**config.mk**
```make
export PLATFORM = sky130hd
export DESIGN_NAME = sar_search_flat
export DESIGN_NICKNAME = d
export VERILOG_FILES = /design/src/rtl/sar_pkg.sv /design/src/rtl/sar_search_if.sv /design/src/rtl/sar_search.sv /design/src/flat_wrapper.sv
export SDC_FILE = /design/constraint.sdc
export NUM_CORES = 1
export LEC_CHECK = 0
export CORE_UTILIZATION = 44
export CTS_BUF_LIST = sky130_fd_sc_hd__clkbuf_2
export DETAILED_ROUTE_END_ITERATION = 7
export HOLD_SLACK_MARGIN = 0.05
export PLACE_DENSITY = 0.86
export SYNTH_ARGS = -nofsm -noshare
export SYNTH_HDL_FRONTEND = slang
export SYNTH_SLANG_ARGS = --single-unit
```
**constraint.sdc**
```tcl
create_clock -name clock -period 1.32 [get_ports clock]
set_input_delay 0.264 -clock clock [delete_from_list [all_inputs] [get_ports clock]]
set_output_delay 0.264 -clock clock [all_outputs]
set_load 0.01 [all_outputs]
```
**src/rtl/sar_pkg.sv**
```systemverilog
// Shared definitions for the successive-approximation search engine.
package sar_pkg;

  typedef enum logic {
    S_IDLE  = 1'b0,
    S_TRIAL = 1'b1
  } state_e;

  // Bit-index width for an N-bit operand; never narrower than one bit.
  function automatic int unsigned idx_width(input int unsigned n);
    return (n <= 1) ? 1 : $clog2(n);
  endfunction

endpackage

```
**src/rtl/sar_search_if.sv**
```systemverilog
// Comparator-facing bus of the search engine: trial out, flags back, result/status out.
interface sar_search_if #(
  parameter int unsigned N = 3
);
  logic         start;
  logic [N-1:0] trial;
  logic         flag_eq;
  logic         flag_gr;
  logic         flag_lr;
  logic [N-1:0] result;
  logic         busy;
  logic         done;
  logic         err;

  modport master (
    input  start, flag_eq, flag_gr, flag_lr,
    output trial, result, busy, done, err
  );

  modport slave (
    output start, flag_eq, flag_gr, flag_lr,
    input  trial, result, busy, done, err
  );
endinterface

```
**src/rtl/sar_search.sv**
```systemverilog
// MSB-first binary search of an operand visible only through a comparator;
// one trial per cycle, early exit on equality, sticky err on a bad flag set.
module sar_search
  import sar_pkg::*;
#(
  parameter int unsigned N = 3
) (
  input  logic        clock,
  input  logic        reset_,
  sar_search_if.master bus
);

  localparam int unsigned KW = idx_width(N);

  state_e         state_q, state_d;
  logic [N-1:0]   trial_q, trial_d;
  logic [N-1:0]   result_q, result_d;
  logic [KW-1:0]  k_q, k_d;
  logic           done_q, done_d;
  logic           err_q, err_d;

  logic [N-1:0]   bit_k_c;
  logic [N-1:0]   kept_c;
  logic [N-1:0]   next_trial_c;
  logic [2:0]     flags_c;

  // Keep or clear bit k, then arm bit k-1 for the next trial.
  always_comb begin
    bit_k_c      = N'(1) << k_q;
    kept_c       = bus.flag_lr ? (trial_q & ~bit_k_c) : trial_q;
    next_trial_c = kept_c | (bit_k_c >> 1);
    flags_c      = {bus.flag_eq, bus.flag_gr, bus.flag_lr};
  end

  always_comb begin
    state_d  = state_q;
    trial_d  = trial_q;
    result_d = result_q;
    k_d      = k_q;
    done_d   = 1'b0;
    err_d    = err_q;

    unique case (state_q)
      S_IDLE: begin
        if (bus.start) begin
          trial_d = N'(1) << (N - 1);
          k_d     = KW'(N - 1);
          err_d   = 1'b0;
          state_d = S_TRIAL;
        end
      end
      S_TRIAL: begin
        unique case (flags_c)
          3'b100: begin
            result_d = trial_q;
            done_d   = 1'b1;
            state_d  = S_IDLE;
          end
          3'b010, 3'b001: begin
            if (k_q != '0) begin
              trial_d = next_trial_c;
              k_d     = k_q - KW'(1);
            end else begin
              trial_d  = kept_c;
              result_d = kept_c;
              done_d   = 1'b1;
              state_d  = S_IDLE;
            end
          end
          default: begin
            // Comparator broke the one-hot contract: abandon the search.
            err_d   = 1'b1;
            trial_d = '0;
            state_d = S_IDLE;
          end
        endcase
      end
      default: state_d = S_IDLE;
    endcase
  end

  always_ff @(posedge clock) begin
    if (!reset_) begin
      state_q  <= S_IDLE;
      trial_q  <= '0;
      result_q <= '0;
      k_q      <= '0;
      done_q   <= 1'b0;
      err_q    <= 1'b0;
    end else begin
      state_q  <= state_d;
      trial_q  <= trial_d;
      result_q <= result_d;
      k_q      <= k_d;
      done_q   <= done_d;
      err_q    <= err_d;
    end
  end

  assign bus.trial  = trial_q;
  assign bus.result = result_q;
  assign bus.busy   = (state_q == S_TRIAL);
  assign bus.done   = done_q;
  assign bus.err    = err_q;

endmodule

```
**src/flat_wrapper.sv**
```systemverilog
// flat-port wrapper written by rule: the top's interface ports become plain ports
module sar_search_flat import sar_pkg::*;
#(
  parameter int unsigned N = 3
)
  (clock, reset_, bus_start, bus_flag_eq, bus_flag_gr, bus_flag_lr, bus_trial, bus_result, bus_busy, bus_done, bus_err);
  sar_search_if #(.N(N)) bus_i ();
  input  logic clock;
  input  logic reset_;
  input wire logic [$bits(bus_i.start)-1:0] bus_start;
  input wire logic [$bits(bus_i.flag_eq)-1:0] bus_flag_eq;
  input wire logic [$bits(bus_i.flag_gr)-1:0] bus_flag_gr;
  input wire logic [$bits(bus_i.flag_lr)-1:0] bus_flag_lr;
  output wire logic [$bits(bus_i.trial)-1:0] bus_trial;
  output wire logic [$bits(bus_i.result)-1:0] bus_result;
  output wire logic [$bits(bus_i.busy)-1:0] bus_busy;
  output wire logic [$bits(bus_i.done)-1:0] bus_done;
  output wire logic [$bits(bus_i.err)-1:0] bus_err;
  assign bus_i.start = bus_start;
  assign bus_i.flag_eq = bus_flag_eq;
  assign bus_i.flag_gr = bus_flag_gr;
  assign bus_i.flag_lr = bus_flag_lr;
  assign bus_trial = bus_i.trial;
  assign bus_result = bus_i.result;
  assign bus_busy = bus_i.busy;
  assign bus_done = bus_i.done;
  assign bus_err = bus_i.err;
  sar_search #(.N(N)) u_core (.clock(clock), .reset_(reset_), .bus(bus_i));
endmodule
```
### After elaboration in Yosys (flattened, before gate mapping)

Cells that the tools add are included.

| cells by class | value |
|---|---|
| equality and inequality tests | 9 |
| bitwise operators | 4 |
| muxes and demuxes | 20 |
| reduce and logical (&&, ||, !) cells | 9 |
| shift operators | 1 |
| $add $sub $neg | 1 |

Operators by type and width:

| operator | number |
|---|---|
| case mux 3 bit (2 select lines) | 3 |
| two-way mux 3 bit | 4 |
| != test 2 bit, second input constant | 6 |
| two-way mux 1 bit | 6 |
| two-way mux 2 bit | 3 |
| case mux 1 bit (2 select lines) | 3 |
| AND reduction 2 bit | 3 |
| AND reduction 3 bit | 2 |
| case mux 2 bit (2 select lines) | 1 |
| nonzero test 2 bit | 2 |
| bitwise AND 3 bit | 1 |
| equality test 3 x 1 -> 1 bit, second input constant | 1 |
| equality test 3 x 2 -> 1 bit, second input constant | 1 |
| equality test 3 bit, second input constant | 1 |
| inverter 3 bit | 1 |
| OR 3 x 2 -> 3 bit | 1 |
| OR reduction 3 bit | 1 |
| << shifter 1 x 2 -> 3 bit, first input constant | 1 |
| OR reduction 2 bit | 1 |
| subtractor 2 x 1 -> 2 bit, second input constant | 1 |
| inverter 1 bit | 1 |

| storage, ports and cells | value |
|---|---|
| output and inout port bits | 9 |
| input port bits | 6 |
| register bits after elaboration | 11 |

### Logic depth before layout (Yosys ltp)

Gate-level depths: netlist of run 1.

| depth | value |
|---|---|
| word-level depth | 8 |
| mapped depth | 6 |

### Worst setup path after synthesis of run 1

OpenSTA, ideal clock, no wires.

| timing | value |
|---|---|
| path type | flip-flop to flip-flop |
| start point | reg u_core.k_q[0] |
| end point | reg u_core.state_q, in the netlist u_core.bus.busy |
| slack | -37 ps |
| period minus slack after synthesis | 1357 ps |
| cell stages (with the launch flop) | 7 |
| data arrival time | 1244 ps |
| required time | 1207 ps |
| buffers on the path | 1 |
| path through | dfxtp_1 inv_1 ha_1 and3b_1 buf_6 or2_4 and2_4 |

| between the ends | value |
|---|---|
| word-level cells in the longest chain between the ends | 4 |

Ends and longest elaborated chain:

| item | line | source |
|---|---|---|
| from (decl) | sar_search.sv:18 | `logic [KW-1:0] k_q, k_d;` |
| from (signal assigned) | sar_search.sv:94 | `k_q <= k_d;` |
| nonzero test 2 bit | sar_search.sv:60 | `if (k_q != '0) begin` |
| two-way mux 1 bit | sar_search.sv:60 |  |
| two-way mux 1 bit | sar_search.sv:53 | `unique case (flags_c)` |
| case mux 1 bit (2 select lines) | sar_search.sv:43 | `unique case (state_q)` |
| to (signal assigned) | sar_search.sv:91 | `state_q <= state_d;` |
| to (decl) | sar_search.sv:15 | `state_e state_q, state_d;` |

No other way between the ends.
A chain may end at the register's enable or synchronous reset.

### Worst setup path in the final report of run 1

Ends and elaborated chain as after synthesis.

==> metrics.yaml, run 1 <==
logic_synthesis:
  ys_types: 28
  synth_ff_type: "dfxtp_1"
  synth_edf_count: 0
  yosysTopAreaCellShare: 0.377
  syn_nets: 76
  yosysTopAreaCell: "dfxtp_1"
  async_reset_ff_frac: 0
  synth_area_per_cell_um2: 8.72
  synth.yosys.seq_area_share: 0.377
  mappedNetlistArea_um2: 584
  synth_seq_cells: 11
  yosys_warnings: 0
  synth_area_leaders: "dfxtp_1 38%, ha_1 6.4%, nand2_1 5.8%"
  synthCells: 67
grt:
  grtUsageTotal: 0.214
  grt.busiest_layer: "met2"
  grt_first_pass_wirelength_um: 2060
  use_met1: 0.218
  grt_pass1_vias: 514
  met2_usage: 0.398
  grt-ovfl-total: 0
  antenna_found_initial: 0
  grt_max_degree: 16
  grt_util_met3: 0.0872
sta:
  max_freq_mhz: 768
  finalMaxSlewViolations: 0
  hold_viol: 0
  finalCriticalPeriod_ns: 1.30
  slew_headroom: 0.818
  setup_slack_ns: 0.0177
  max_slew.worst_pin.slew_ns: 0.272
  clock_skew_ns: 0.0107
  holdWs_ns: 0.466
  rsz0062_at_grt: "true"
  setup_viol: 0
  fin_crit_sh: 0.987
power_and_ir_drop:
  p_per_area_nw_per_um2: 800
  p_leak_nw: 0.379
  peakVddDrop_mv: 0.567
clock_network:
  clock-sinks: 11
  cts_buffers: 3
  cts_tree: "built"
  clock_latency_ns: 0.26
  clk_path_buf_depth: 2
  root_buffer: "clkbuf_2"
  clk_pin_slew_ns: 0.09
  h-tree-depth: 1
hold_path:
  hold_class: "flop to flop"
worst_setup_path:
  path_class: "flop to flop"
  start_kind: "flop"
  required_ns: 1.48
  endpoint_kind: "flop"
  crit_fanout: 5
  worstPathArrival_ns: 1.46
drt:
  drt-pass1-iter-count: 5
  vias_per_cell: 5.24
  drtIter0Drc: 16
  ant_nets: 0
  routedWlPerCell_um: 13.1
  wirelength_um: 1420
  drc: 0
  num_vias: 571
cells_and_area:
  multi_input_area_um2: 362
  fillers: 95
  seq_area_um2: 224
  area_growth_pct: 45.4
  nets: 105
  final_util: 0.725
  drive_above_1_share: 0.305
  num_antenna_cells: 0
  layout_common_cells: "12 x dlygate4sd2_1, 12 x buf_4, 9 x nand2_1, 8 x dfxtp_1, 5 x nand3_1"
die:
  dieWidth_um: 38.4
  ioPinCount: 15
  core_um2: 1170
  rows: 12
  die_area_um2: 1480
  die_h_um: 38.4
  start_util: 0.499
flow_run:
  cap_violations: 0
place:
  place.gp.congestion: 0.845
  port_buffers: 14
  dp_hpwl_um: 1020
  dp_worst_setup_slack_ns: -0.390
status:
  status: "complete, no violations"
[what timing repair did]
action                     CTS  global route
pin swaps                    2             2
hold buffers                 0             0
gates cloned                 0             0
setup endpoints to repair   18             3
setup buffers                0             3
resized for setup           14             3
[cell usage after synthesis, drive strengths merged, types with 2 or more instances]
| cell type | count |
|---|---|
| and2 | 2 |
| nor2b | 4 |
| or2 | 2 |
| nor2 | 2 |
| nand2 | 9 |
| o211ai | 2 |
| a32oi | 2 |
| nand3 | 5 |
| dfxtp | 11 |
| ha | 3 |
| o21ai | 5 |
| a31oi | 2 |
| or2b | 2 |
| inv | 3 |
| mux2i | 3 |
| nand2b | 2 |
[sequential cells by signal (all words and copies together), names as in the netlist]
| register | count |
|---|---|
| u_core.bus.done | 1 |
| u_core.bus.err | 1 |
| u_core.bus.busy | 1 |
| u_core.k_q | 2 |
| u_core.bus.result | 3 |
| u_core.bus.trial | 3 |
[worst paths after layout]
check / from / cells past startpoint / endpoint / slack, ns
min: u_core.bus.result[1] / 2 / u_core.bus.result[1] / 0.47
min reg2reg: u_core.bus.result[1] / 2 / u_core.bus.result[1] / 0.47
max: u_core.k_q[0] / 5 / u_core.bus.busy / 0.02
max reg2reg: u_core.k_q[0] / 5 / u_core.bus.busy / 0.02
[cell families (layout without fill, tap and decap cells)]
group	count (synthesis)	after routing	share of synthesized area
AO/OA/AOI/OAI	13	13	0.152
XOR/XNOR	1	1	0.0150
adder cells (fa/ha/maj)	3	3	0.0642
buffers and inverters	5	33	0.0450
flip-flops	11	11	0.377
multiplexers	3	3	0.0514
AND/OR/NAND/NOR	31	31	0.296
[layout make-up]
type	instances	share of cell area
Multi-Input combinational cell	51	0.426
Sequential cell	11	0.264
Timing Repair Buffer	26	0.253
Clock buffer	4	0.0236
Tap cell	14	0.0206
Inverter	3	0.0133
[through the flow]
step	setup TNS, ns	instance area (um2)	instances	power, mW
after CTS	0	816	106	0.676
final	0	850	109	0.680
after floorplan	0	598	67	0.425
after global routing	-0.0322	850	109	0.721
after detailed placement	-3.61	808	102	0.493
after global placement	-3.21	808	102	0.488
[worst max-delay path, cell delays in order (launching register included)]
cell     delay, ns
dfxtp_2       0.34
inv_2         0.09
ha_4          0.15
and3b_2       0.23
or2_4         0.24
and2_4        0.15
[report_power, final]
| part | leakage, nW | internal (mW) | switching, mW |
|---|---|---|---|
| logic | 0.272 | 0.0740 | 0.0636 |
| clock network | 0.0166 | 0.0805 | 0.110 |
| registers | 0.0906 | 0.343 | 0.00879 |
[routing by layer]
| layer | vias up | share of wire |
|---|---|---|
| li1 | 287 | - |
| met1 | 264 | 0.43 |
| met2 | 17 | 0.52 |
| met3 | 3 | 0.048 |
| met4 | 0 | 0.0042 |
| met5 | - | 0 |
Note: power is estimated with default switching activity, not from simulation.
==> run 2: changes to the inputs <==
Settings changed: ABC_CLOCK_PERIOD_IN_PS set to 1320, CAP_MARGIN set to 15.
==> results of run 2 <==
No change in the layout: final DEF, timing and power equal those of run 1.
